==> src/rtl/game_pkg.sv <==
// Shared arena-game types and defaults: headings, player states, cell
// coordinate width and the default arena geometry.
package game_pkg;

    localparam int CELL_W = 7;

    localparam int unsigned DEF_CELL         = 8;
    localparam int unsigned DEF_GRID_W       = 80;
    localparam int unsigned DEF_GRID_H       = 60;
    localparam int unsigned DEF_BORDER_CELLS = 2;
    localparam int unsigned DEF_START_X      = 27;
    localparam int unsigned DEF_START_Y      = 29;

    typedef enum logic [1:0] {
        DIR_RIGHT = 2'd0,
        DIR_DOWN  = 2'd1,
        DIR_LEFT  = 2'd2,
        DIR_UP    = 2'd3
    } dir_t;

    typedef enum logic [1:0] {
        WAIT = 2'd0,
        RUN  = 2'd1,
        DEAD = 2'd2
    } player_state_t;

    // One-cell displacement along x for a heading.
    function automatic logic signed [7:0] delta_x(dir_t d);
        case (d)
            DIR_RIGHT: delta_x = 8'sd1;
            DIR_LEFT:  delta_x = -8'sd1;
            default:   delta_x = 8'sd0;
        endcase
    endfunction

    // One-cell displacement along y for a heading (y grows downwards).
    function automatic logic signed [7:0] delta_y(dir_t d);
        case (d)
            DIR_DOWN: delta_y = 8'sd1;
            DIR_UP:   delta_y = -8'sd1;
            default:  delta_y = 8'sd0;
        endcase
    endfunction

endpackage

==> src/rtl/key_edge.sv <==
// Key front end: 2-flop synchronisers, falling-edge detect and release
// tracking for the two active-low rotation keys.
module key_edge (
    input  logic clk,
    input  logic reset,
    input  logic key_cw,
    input  logic key_ccw,
    output logic press_cw,
    output logic press_ccw
);

    // Bit 0 is cw, bit 1 is ccw; 0 means the key is held.
    logic [1:0] sync1_q, sync2_q, prev_q;
    logic       armed_q, armed_d;
    logic [1:0] fall;

    // Synchroniser chain and release tracker; reset treats both keys as held.
    always_ff @(posedge clk) begin
        if (reset) begin
            sync1_q <= 2'b00;
            sync2_q <= 2'b00;
            prev_q  <= 2'b00;
            armed_q <= 1'b0;
        end else begin
            sync1_q <= {key_ccw, key_cw};
            sync2_q <= sync1_q;
            prev_q  <= sync2_q;
            armed_q <= armed_d;
        end
    end

    // Edge detect; a simultaneous press of both keys disarms without turning.
    always_comb begin
        fall      = prev_q & ~sync2_q;
        press_cw  = armed_q & fall[0] & ~fall[1];
        press_ccw = armed_q & fall[1] & ~fall[0];
        armed_d   = armed_q ? ~|fall : &sync2_q;
    end

endmodule

==> src/rtl/player_cycle.sv <==
// Light-cycle player engine: head position, stepping, turns, collisions
// and head rendering on the pixel clock.
// Build option PLAYER_WRAP_EN: the border wraps to the opposite interior
// edge instead of killing the player.
module player_cycle
    import game_pkg::*;
#(
    parameter int unsigned CELL         = DEF_CELL,
    parameter int unsigned GRID_W       = DEF_GRID_W,
    parameter int unsigned GRID_H       = DEF_GRID_H,
    parameter int unsigned BORDER_CELLS = DEF_BORDER_CELLS,
    parameter int unsigned START_X      = DEF_START_X,
    parameter int unsigned START_Y      = DEF_START_Y,
    parameter int unsigned START_DIR    = 0,
    parameter int unsigned STEP_TICKS   = 1000000,
    parameter int unsigned COLOR_R      = 255,
    parameter int unsigned COLOR_G      = 255,
    parameter int unsigned COLOR_B      = 0
) (
    input  logic              VGA_CLK,
    input  logic              reset,
    input  logic              restart,
    input  logic              key_ccw,
    input  logic              key_cw,
    input  logic              blocked,
    input  logic [9:0]        next_x,
    input  logic [9:0]        next_y,
    output logic [7:0]        OUT_R,
    output logic [7:0]        OUT_G,
    output logic [7:0]        OUT_B,
    output logic [CELL_W-1:0] head_x,
    output logic [CELL_W-1:0] head_y,
    output logic [CELL_W-1:0] target_x,
    output logic [CELL_W-1:0] target_y,
    output logic [1:0]        dir,
    output logic              step,
    output logic              alive
);

    localparam int unsigned CNT_W = $clog2(STEP_TICKS);
    localparam int unsigned SHIFT = $clog2(CELL);
    localparam logic [CNT_W-1:0] CNT_LAST = CNT_W'(STEP_TICKS - 1);

    localparam logic signed [7:0] X_LO   = 8'(BORDER_CELLS);
    localparam logic signed [7:0] X_HI   = 8'(GRID_W - BORDER_CELLS);
    localparam logic signed [7:0] Y_LO   = 8'(BORDER_CELLS);
    localparam logic signed [7:0] Y_HI   = 8'(GRID_H - BORDER_CELLS);
`ifdef PLAYER_WRAP_EN
    localparam logic signed [7:0] X_MAX  = 8'(GRID_W - BORDER_CELLS - 1);
    localparam logic signed [7:0] Y_MAX  = 8'(GRID_H - BORDER_CELLS - 1);
`endif

    localparam logic [7:0] COL_R = 8'(COLOR_R);
    localparam logic [7:0] COL_G = 8'(COLOR_G);
    localparam logic [7:0] COL_B = 8'(COLOR_B);

    player_state_t     state_q, state_d;
    logic [CNT_W-1:0]  cnt_q, cnt_d;
    logic [CELL_W-1:0] head_x_q, head_x_d, head_y_q, head_y_d;
    dir_t              dir_q, dir_d;
    // Pending turn as a mod-4 offset: 0 none, 1 cw, 3 ccw.
    logic [1:0]        turn_q, turn_d;

    logic              game_reset;
    logic              press_cw, press_ccw, any_press;
    logic [1:0]        new_turn;
    dir_t              eff_dir;
    logic signed [7:0] hx_s, hy_s, tx_raw, ty_raw, tx, ty;
    logic              x_low, x_high, y_low, y_high, out_of_arena;
    logic              step_ev, hit;

    assign game_reset = reset | restart;

    key_edge u_key_edge (
        .clk       (VGA_CLK),
        .reset     (game_reset),
        .key_cw    (key_cw),
        .key_ccw   (key_ccw),
        .press_cw  (press_cw),
        .press_ccw (press_ccw)
    );

    assign any_press = press_cw | press_ccw;
    assign new_turn  = press_cw ? 2'd1 : 2'd3;

    // Target cell along the effective heading, with border test or wrap.
    always_comb begin
        eff_dir = dir_t'(dir_q + turn_q);
        hx_s    = {1'b0, head_x_q};
        hy_s    = {1'b0, head_y_q};
        tx_raw  = hx_s + delta_x(eff_dir);
        ty_raw  = hy_s + delta_y(eff_dir);
        x_low   = tx_raw < X_LO;
        x_high  = tx_raw >= X_HI;
        y_low   = ty_raw < Y_LO;
        y_high  = ty_raw >= Y_HI;
`ifdef PLAYER_WRAP_EN
        tx           = x_low ? X_MAX : (x_high ? X_LO : tx_raw);
        ty           = y_low ? Y_MAX : (y_high ? Y_LO : ty_raw);
        out_of_arena = 1'b0;
`else
        tx           = tx_raw;
        ty           = ty_raw;
        out_of_arena = x_low | x_high | y_low | y_high;
`endif
    end

    assign target_x = tx[CELL_W-1:0];
    assign target_y = ty[CELL_W-1:0];

    // Game state register; reset and restart restore the start position.
    always_ff @(posedge VGA_CLK) begin
        if (game_reset) begin
            state_q  <= WAIT;
            cnt_q    <= '0;
            head_x_q <= CELL_W'(START_X);
            head_y_q <= CELL_W'(START_Y);
            dir_q    <= dir_t'(2'(START_DIR));
            turn_q   <= 2'd0;
        end else begin
            state_q  <= state_d;
            cnt_q    <= cnt_d;
            head_x_q <= head_x_d;
            head_y_q <= head_y_d;
            dir_q    <= dir_d;
            turn_q   <= turn_d;
        end
    end

    // Next-state logic: start on a press, step on the last tick, die on collision.
    always_comb begin
        state_d  = state_q;
        cnt_d    = cnt_q;
        head_x_d = head_x_q;
        head_y_d = head_y_q;
        dir_d    = dir_q;
        turn_d   = turn_q;
        step_ev  = 1'b0;
        case (state_q)
            WAIT: begin
                cnt_d = '0;
                if (any_press) begin
                    state_d = RUN;
                    turn_d  = new_turn;
                end
            end
            RUN: begin
                if (cnt_q == CNT_LAST) begin
                    cnt_d = '0;
                    if (out_of_arena || blocked) begin
                        state_d = DEAD;
                    end else begin
                        step_ev  = 1'b1;
                        head_x_d = tx[CELL_W-1:0];
                        head_y_d = ty[CELL_W-1:0];
                        dir_d    = eff_dir;
                        // A press on the step cycle is kept for the next step.
                        turn_d   = any_press ? new_turn : 2'd0;
                    end
                end else begin
                    cnt_d = cnt_q + 1'b1;
                    if (any_press && turn_q == 2'd0) begin
                        turn_d = new_turn;
                    end
                end
            end
            DEAD: begin
            end
            default: state_d = WAIT;
        endcase
    end

    assign step   = step_ev & ~game_reset;
    assign alive  = state_q != DEAD;
    assign head_x = head_x_q;
    assign head_y = head_y_q;
    assign dir    = dir_q;

    // Head painter: full colour while alive, half intensity once dead.
    always_comb begin
        OUT_R = 8'd0;
        OUT_G = 8'd0;
        OUT_B = 8'd0;
        hit   = ((next_x >> SHIFT) == {3'b000, head_x_q}) &&
                ((next_y >> SHIFT) == {3'b000, head_y_q});
        if (hit) begin
            if (state_q == DEAD) begin
                OUT_R = COL_R >> 1;
                OUT_G = COL_G >> 1;
                OUT_B = COL_B >> 1;
            end else begin
                OUT_R = COL_R;
                OUT_G = COL_G;
                OUT_B = COL_B;
            end
        end
    end

endmodule

==> config.mk <==
export PLATFORM = sky130hd
export DESIGN_NAME = player_cycle
export DESIGN_NICKNAME = d
export VERILOG_FILES = /design/src/rtl/game_pkg.sv /design/src/rtl/key_edge.sv /design/src/rtl/player_cycle.sv
export SDC_FILE = /design/constraint.sdc
export NUM_CORES = 1
export LEC_CHECK = 0
export ABC_AREA = 1
export BUFFER_PORTS_ARGS = -buffer_cell sky130_fd_sc_hd__buf_2
export CORE_ASPECT_RATIO = 1.2
export CORE_MARGIN = 5
export CORE_UTILIZATION = 59
export DETAILED_ROUTE_END_ITERATION = 10
export GPL_ROUTABILITY_DRIVEN = 0
export PLACE_DENSITY = 0.87
export SYNTH_ARGS = -nofsm -noshare
export SYNTH_HDL_FRONTEND = slang
export SYNTH_SLANG_ARGS = --single-unit
export TNS_END_PERCENT = 1
==> constraint.sdc <==
create_clock -name VGA_CLK -period 6.05 [get_ports VGA_CLK]
set_input_delay 1.21 -clock VGA_CLK [delete_from_list [all_inputs] [get_ports VGA_CLK]]
set_output_delay 1.21 -clock VGA_CLK [all_outputs]
set_load 0.005 [all_outputs]
Word-level counts from Yosys, hierarchy flattened
Index checks and enable logic that the tools add are counted.

word-level totals
  register bits after elaboration = 47
  bits of input ports = 26
  output and inout port bits = 56
  word-level logic and storage cells = 83

cells by class
  add/sub/neg operators = 4
  order comparisons = 4
  equal/unequal tests = 14
  mux-type cells = 21
  bitwise logic cells = 17
  reduce and logical (&&, ||, !) cells = 13

operators with widths
  operator               count
  $pmux 20 s2            1
  $pmux 8 s2             2
  $add 20x1->20 const B  1
  $eq 20x20->1 const B   1
  $mux 20                1
  $mux 2                 9
  $add 8x8->8            2
  $lt 8x3->1 const B     2
  $mux 8                 2
  $eq 7x7->1             2
  $ge 8x7->1 const B     1
  $ge 8x8->1 const B     1
  $ne 2x2->1 const B     4
  $reduce_and 4->1       2
  $eq 2x2->1 const B     3
  $logic_not 2->1        3
  $ne 3x3->1 const B     2
  $pmux 2 s3             1
  $and 1x1->1            5
  $not 1->1              5
  $or 1x1->1             5
  $eq 2x1->1 const B     2
  $mux 1                 4
  $pmux 2 s2             1
  other kinds (10)       11

Longest topological paths before layout
Gate-level depths: netlist (run 1).

  depth in word-level cells = 13
  gate-level depth with buffers = 24
  mapped depth without buffers = 24

Hierarchy
A second synthesis (run 1) with hierarchy kept.

unflattened totals
  cell total of the unflattened synthesis = 537
  area, all modules = 3413.3 um2

by module, submodules not included
  module        instances  cells an instance  area an instance (um2)  seq. area each (um2)
  player_cycle  1          506                3176.8                  800.8
  key_edge      1          31                 236.5                   140.1

Least setup slack after synthesis (run 1)
No wires, ideal clock.

  path type = input to output
  from = input next_x[5]
  to = output OUT_R[7]
  arrival time = 3145 ps
  data required time = 4840 ps
  slack = 1695 ps
  cell stages on the path = 8
  buffers on the path = 1
  cell sequence = inv_1 -> nor2_1 -> nor4_1 -> nand3_1 -> nor4_1 -> inv_1 -> nor2_1 -> buf_4

between the ends
  word-level cells in the longest chain between the ends = 3

ends and longest elaborated chain
  item                line                 text
  start: declaration  player_cycle.sv:26   input logic [9:0] next_x,
  $eq 7x7->1          player_cycle.sv:184  hit = ((next_x >> SHIFT) == {3'b000, head_x_q}) &&
  $logic_and 1x1->1   player_cycle.sv:184
  net hit             player_cycle.sv:70   logic step_ev, hit;
  $mux 8              n/a
  end: declaration    player_cycle.sv:28   output logic [7:0] OUT_R,

The timed path passes the listed nets, and every way through them passes these cells.

Worst setup path after layout (run 1)
  from = register dir_q[0], in the netlist dir[0]
  to = output step

between the ends
  word-level cells in the longest chain between the ends = 13
  elaborated cells on any way between the ends = 21
  those cells by class = add/sub (3); order compare (4); eq/ne (3); mux (5); bitwise (4); reduce/logical (2)

ends and longest elaborated chain
  item                                           line                                    text
  start: declaration                             player_cycle.sv:60                      dir_t dir_q, dir_d;
  start signal: assignment                       player_cycle.sv:118                     dir_q <= dir_t'(2'(START_DIR));
  start signal: assignment                       player_cycle.sv:125                     dir_q <= dir_d;
  $add 2x2->2 (*)                                player_cycle.sv:88                      eff_dir = dir_t'(dir_q + turn_q);
  net eff_dir[0]                                 player_cycle.sv:67                      dir_t eff_dir;
  $eq 2x2->1 or $logic_not 2->1 (tied branches)  game_pkg.sv:29                          case (d)
  $pmux 8 s2                                     game_pkg.sv:29
  $add 8x8->8                                    player_cycle.sv:91                      tx_raw = hx_s + delta_x(eff_dir);
  $lt 8x3->1 or $ge 8x8->1 (tied branches)       player_cycle.sv:93, player_cycle.sv:94
  $or 1x1->1 (2 in series)                       player_cycle.sv:104                     out_of_arena = x_low | x_high | y_low | y_high;
  $or 1x1->1 (*)                                 player_cycle.sv:104
  $logic_or 1x1->1 (*)                           player_cycle.sv:150                     if (out_of_arena || blocked) begin
  $mux 1 (*)                                     player_cycle.sv:150
  $mux 1 (*)                                     player_cycle.sv:148                     if (cnt_q == CNT_LAST) begin
  $mux 1 (*)                                     player_cycle.sv:139                     case (state_q)
  $and 1x1->1 (*)                                player_cycle.sv:173                     assign step = step_ev & ~game_reset;
  end: declaration                               player_cycle.sv:36                      output logic step,

Mark *: on every way through the listed nets, which the timed path passes. The rest lies on a longest branch.

==> impl_metrics.ini, run 1 <==
[setup_path]
worstRegToRegCells = 17
cp.required_ps = 4840
cp-startpoint = dir[0]
r2r_end = head_x[2]
crit_fanout = 9
r2r_slack_ps = 2060
criticalPathCategory = reg2out
cp-endpoint = step
worst-path-stages = 17
cp_slowest_cell = nor2_1
crit_buf_inv = 3
reg2reg_from = dir[0]
cpPeakStageDelay_ps = 580
cp-start-kind = flop
cp_cell_sequence = ha_1 > clkinv_1 > nor2_1 > inv_1 > fa_1 > o21ai_0 > nand2_1 > nand2_1 > nand2_1 > nand2_1 > xor2_1 > nor2_1 > nand4_1 > nor2_2 > nand3_2 > nor2_1 > buf_2
path_delay_family = simple AND/OR/NAND/NOR gates
crit_arrival_ps = 4180
crit_path_end_kind = primary output
cpMostUsedCell = nand2_1

[pwr]
swShare = 0.202
power.leakage_uw = 0.00176
intPower_uw = 484
power_density_nw_per_um2 = 158
clkPwrFrac = 0.450
switchingPower_uw = 122
vdd_ir_drop_max_v = 0.000132
seqPwrFrac = 0.512
combPwrFrac = 0.039

[timing]
setup_violations = 0
fmax_mhz = 186
rsz0062_at_grt = no
skew_ps = 9.15
slew_violations = 0
finalCritPeriodShare = 0.891
slew_headroom = 0.321
fin_crit_ps = 5390
hold_violations = 0
fin_tns_setup_ps = 0
tightestPinTransition_ps = 1010

[drt]
wl_per_cell_um = 12.5
wl_um = 8110
drtPass1Iterations = 5
route.detailed.drc = 0
route.vias.total = 3406
vias_per_cell = 5.26
dr.first_iter.drc_count = 147
detail-route-antenna-nets = 0

[place]
dp_hpwl_um = 6250
numPortBuffers = 67
dp.cells = 639
place_area_um2 = 3690

[clocking]
post_cts_buffers = 0
clock_path_buffers = 2
hold_buffers = 0
cts_inserted_buffers = 5
clock_sinks = 47
cts_tree = done
htreeDepth = 2
clock-root-buffer = clkbuf_8
ctsResizeCount = 0
clk_pin_slew_ps = 80
clock_latency_ps = 300

[cells_and_area]
final.fill_count = 489
fin_cells = 647
diodes = 0
multi_input_area_um2 = 2010
final_nets = 604
seqCellArea_um2 = 941
drive_above_1_share = 0.213
final_area_um2 = 3830
synthToLayoutAreaGrowth_pct = 11.3
utilization = 0.676

[grt]
grt_pass1_wl_um = 13300
overflow = 0
track_usage = 0.216
first_global_vias = 3045
grt_max_degree = 31
antenna_found_initial = 0

[floorplan]
rows = 30
die_h_um = 93.7
core_region_area_um2 = 5670
die_area_um2 = 7470
start_util = 0.607
die_width_um = 79.7
io_pins = 82

[hold_path]
hp-class = reg2reg

[logic_synthesis]
syn_area_um2 = 3440
synth-warning-count = 0
synth_cell_types = 44
avgSynthCellArea_um2 = 6.66
synth-seq-cells = 47
syn_inst = 517
ys_seq_area_frac = 0.273

[status]
status = finished clean

[flow_run]
cap_violations = 0
## cells in the mapped netlist, drive strengths merged
| library cell | number | share of area |
|---|---|---|
| a31o | 1 | 0.0025 |
| conb | 1 | 0.0011 |
| and3 | 1 | 0.0018 |
| nor2 | 52 | 0.060 |
| nand3b | 1 | 0.0022 |
| xor2 | 5 | 0.013 |
| o21ai | 19 | 0.028 |
| nor4 | 8 | 0.015 |
| a2bb2oi | 1 | 0.0025 |
| or2 | 4 | 0.0073 |
| buf | 25 | 0.056 |
| a221oi | 2 | 0.0051 |
| nand3 | 35 | 0.066 |
| nand4 | 18 | 0.033 |
| inv | 79 | 0.086 |
| or3 | 1 | 0.0018 |
| a211oi | 3 | 0.0065 |
| o21bai | 1 | 0.0022 |
| dfxtp | 47 | 0.27 |
| o211ai | 4 | 0.0087 |
| o41ai | 2 | 0.0051 |
| nor3 | 10 | 0.015 |
| ha | 11 | 0.040 |
| fa | 1 | 0.0058 |
| o221ai | 1 | 0.0025 |
| nand2 | 128 | 0.16 |
| a21oi | 34 | 0.053 |
| clkinv | 1 | 0.0011 |
| clkbuf | 8 | 0.0087 |
| xnor2 | 11 | 0.030 |
| a21o | 2 | 0.0044 |
## tightest hold or removal path: stages, from the launching register on
cell     delay [ps]
dfxtp_1         300
inv_1            40
nor2_1           30
## metal layers
layer | global-route usage | part of all wire
met5 | 0 | 0
met1 | 0.251 | 0.41
met2 | 0.402 | 0.53
met4 | 0.0716 | 0.012
met3 | 0.0278 | 0.045
## worst min path at each step
stage / start / end / cells after the start
5_1_grt: u_key_edge.sync1_q[1] / u_key_edge.sync2_q[1] / 2
3_5_place_dp: u_key_edge.sync1_q[0] / u_key_edge.sync2_q[0] / 2
4_1_cts: u_key_edge.sync1_q[0] / u_key_edge.sync2_q[0] / 2
2_1_floorplan: u_key_edge.sync1_q[0] / u_key_edge.sync2_q[0] / 2
6_report: u_key_edge.sync1_q[0] / u_key_edge.sync2_q[0] / 2
3_3_place_gp: u_key_edge.sync1_q[1] / u_key_edge.sync2_q[1] / 2
## flip-flops by register name, indices dropped and copies added (netlist names)
signal	cells
u_key_edge.sync1_q	2
state_q	2
u_key_edge.sync2_q	2
head_x	7
turn_q	2
cnt_q	20
u_key_edge.armed_q	1
dir	2
u_key_edge.prev_q	2
head_y	7
## through the flow
stage | hold slack (ps) | total power [uW] | worst slack, ps
after floorplan | 394 | 334 | 1690
after global placement | 394 | 340 | 1140
after detailed placement | 402 | 341 | 1060
after CTS | 415 | 611 | 701
after global routing | 451 | 625 | 370
final | 411 | 606 | 662
## final cells by class
cell class	count	area share
clock buffer	5	0.0180
clock inverter	3	0.0176
inverter	80	0.0784
multi-input combinational	364	0.525
sequential	47	0.246
tap	80	0.0261
timing repair buffer	68	0.0895
## power by group through the flow
stage / registers (uW) / clock network (uW) / logic, uW
4_1_cts: 310 / 277 / 23.4
2_1_floorplan: 317 / 0 / 17.0
3_3_place_gp: 317 / 0 / 22.7
3_5_place_dp: 317 / 0 / 23.3
6_report: 310 / 272 / 23.4
5_1_grt: 310 / 288 / 26.5
## logic make-up (layout without fill, tap and decap cells)
family	count (synthesis)	count (layout)	share of synthesized area
AOI/OAI and AO/OA	70	70	0.120
xor gates and xnor gates	16	16	0.0429
adders and majority gates	12	12	0.0458
DFF	47	47	0.273
other	1	8	0.00109
and+or+nand+nor	258	258	0.365
buffers and inverters	113	156	0.152
## placed cells by master, fill, tap and decap left out, drive strengths merged, types with 18 or more instances in the layout
master / Yosys / routed
dfxtp: 47 / 47
inv: 79 / 79
nor2: 52 / 52
nand2: 128 / 128
nand4: 18 / 18
a21oi: 34 / 34
buf: 25 / 68
nand3: 35 / 35
o21ai: 19 / 19
Power figures use the tool's default switching activity.
==> run 2, diff against run 1 <==
--- a/config.mk
+++ b/config.mk
@@ -15,5 +15,6 @@
 export PLACE_DENSITY = 0.87
 export SYNTH_ARGS = -nofsm -noshare
 export SYNTH_HDL_FRONTEND = slang
+export SYNTH_HIERARCHICAL = 1
 export SYNTH_SLANG_ARGS = --single-unit
 export TNS_END_PERCENT = 1
==> run 2 against run 1 <==
  * Synthesized area down 0.80%
  * Worst hold slack worse by 4.4 ps
  * Total power down 6.7%
  * Non-clock buffer count up 1
==> impl_metrics.ini, run 2 <==
[status]
status = finished clean

[logic_synthesis]
yosys-top-cells-count = 134 x nand2_1, 75 x inv_1, 59 x nor2_1, 47 x dfxtp_1, 44 x nand3_1
synth-warning-count = 6
yosysTopAreaCell = dfxtp_1
synth_top_area_frac = 0.276
async_flop_share = 0
avgSynthCellArea_um2 = 6.36
ys_top_cells_by_area = dfxtp_1 28%, nand2_1 15%, inv_1 8.2%
synth_cell_types = 40
syn_inst = 537
synth_edf_count = 0
ys.flop_type = dfxtp_1
post-synth-top-count-cell = nand2_1
synth-seq-cells = 47
syn_area_um2 = 3410
ys_seq_area_frac = 0.276

[pwr]
power.leakage_uw = 0.00180
vdd_ir_drop_max_v = 0.000129
intPower_uw = 442
combPwrFrac = 0.043
clkPwrFrac = 0.409
seqPwrFrac = 0.548
switchingPower_uw = 123
power_density_nw_per_um2 = 150
swShare = 0.217
p_total_uw = 565

[drt]
drtPass1Iterations = 5
route.detailed.drc = 0
dr.first_iter.drc_count = 194
wl_per_cell_um = 12.4
detail-route-antenna-nets = 0
wl_um = 8070
vias_per_cell = 5.30
route.vias.total = 3449

[place]
dp_hpwl_um = 6240
numPortBuffers = 67

[flow_run]
cap_violations = 0

[floorplan]
rows = 30
die_area_um2 = 7410
io_pins = 82
die_width_um = 79.4
die_h_um = 93.3
start_util = 0.606
core_region_area_um2 = 5630

[grt]
overflow = 0
first_global_vias = 3197
track_usage = 0.222
grt_pass1_wl_um = 13500
grt_max_degree = 28
antenna_found_initial = 0

[cells_and_area]
drive_above_1_share = 0.182
diodes = 0
final_nets = 624
synthToLayoutAreaGrowth_pct = 10.3
largest_register = cnt_q
largest_reg_flops = 20
final_common_cell = nand2_1
mostFrequentLayoutCells = 134 x nand2_1, 75 x inv_1, 67 x buf_2, 58 x nor2_1, 47 x dfxtp_1

[clocking]
cts_inserted_buffers = 5
clock_path_buffers = 2
cts_tree = done
clock_latency_ps = 310
htreeDepth = 2
clock_sinks = 47
clock-root-buffer = clkbuf_8
hold_buffers = 0
clk_pin_slew_ps = 80

[timing]
fin_tns_setup_ps = 0
slew_headroom = 0.460
slew_violations = 0
fmax_mhz = 181
tightestPinTransition_ps = 809
fin_crit_ps = 5510
setup_violations = 0
hold_violations = 0
finalCritPeriodShare = 0.911
rsz0062_at_grt = no
skew_ps = 8.82

[setup_path]
crit_fanout = 21
criticalPathCategory = reg2out
cp.required_ps = 4840
crit_arrival_ps = 4300
crit_path_end_kind = primary output
cp-start-kind = flop

[hold_path]
hp-class = reg2reg
-- run 2: power by group through the flow --
| stage | registers [uW] | clock network, uW | logic (uW) |
|---|---|---|---|
| CTS | 310 | 234 | 24.0 |
| finish | 310 | 231 | 24.1 |
| detailed placement | 317 | 0 | 23.8 |
| global placement | 317 | 0 | 23.2 |
| global route | 310 | 250 | 27.3 |
| floorplan | 317 | 0 | 17.9 |
-- run 2: worst paths after layout --
check	start	end	slack, ps	depth (start not counted)
max reg2reg	turn_q[0]	head_y[5]	2020	22
min	u_key_edge/sync1_q[0]	u_key_edge/sync2_q[0]	410	2
min reg2reg	u_key_edge/sync1_q[0]	u_key_edge/sync2_q[0]	410	2
max	turn_q[0]	step	540	21
-- run 2: cells by family (layout without fill, tap and decap cells) --
kind of cell               after synthesis  count (layout)  synth area share
and+or+nand+nor                        294             294             0.390
buffers and inverters                  115             158             0.155
AOI/OAI and AO/OA                       56              56            0.0990
DFF                                     47              47             0.276
adders and majority gates               12              12            0.0462
xor gates and xnor gates                12              12            0.0330
other                                    1               8           0.00110
-- run 2: per-layer routing --
layer	global-route usage	vias up	routed length [um]
met4	0.0487	0	62
li1	-	1798	-
met3	0.0328	6	422
met2	0.427	89	4230
met1	0.252	1556	3350
met5	0	-	0
-- run 2: layout make-up --
cell class / instances / area [um2]
clock buffer: 5 / 68.8
inverter: 81 / 304
fill: 518 / 1870
clock inverter: 3 / 43.8
multi-input combinational: 382 / 1980
timing repair buffer: 69 / 350
sequential: 47 / 941
tap: 64 / 80.1
-- run 2: critical path, stage by stage, from the launching register on --
cell and delay [ps]:
dfxtp_1 330, ha_1 350, clkinv_1 270, nor2_2 400
inv_1 150, fa_1 430, nand3b_1 200, nand2_1 80
nand2_1 70, a21oi_1 180, nor2_1 60, nand2_1 60
nand2_1 70, nor2_1 90, nand2_1 60, nand3b_1 160
nor2_1 150, nand2_2 100, inv_2 190, nand2_2 280
nor2_1 180, buf_2 130
-- run 2: timing repair --
item / 4_1_cts / 5_1_grt
gates resized for setup: 0 / 1
setup buffers: 0 / 0
hold endpoints to repair: 0 / 0
setup endpoints to repair: 0 / 1
-- run 2: metrics by stage --
| stage | utilization | cell area [um2] | cells | setup WS (ps) | hold slack (ps) |
|---|---|---|---|---|---|
| 2_1_floorplan | - | 3440 | 544 | 1610 | 388 |
| 3_3_place_gp | 0.648 | 3650 | 643 | 823 | 389 |
| 3_5_place_dp | 0.648 | 3650 | 643 | 725 | 396 |
| 4_1_cts | 0.668 | 3760 | 651 | 370 | 408 |
| 5_1_grt | 0.669 | 3760 | 651 | 141 | 437 |
| 6_report | 0.669 | 3760 | 651 | 538 | 407 |
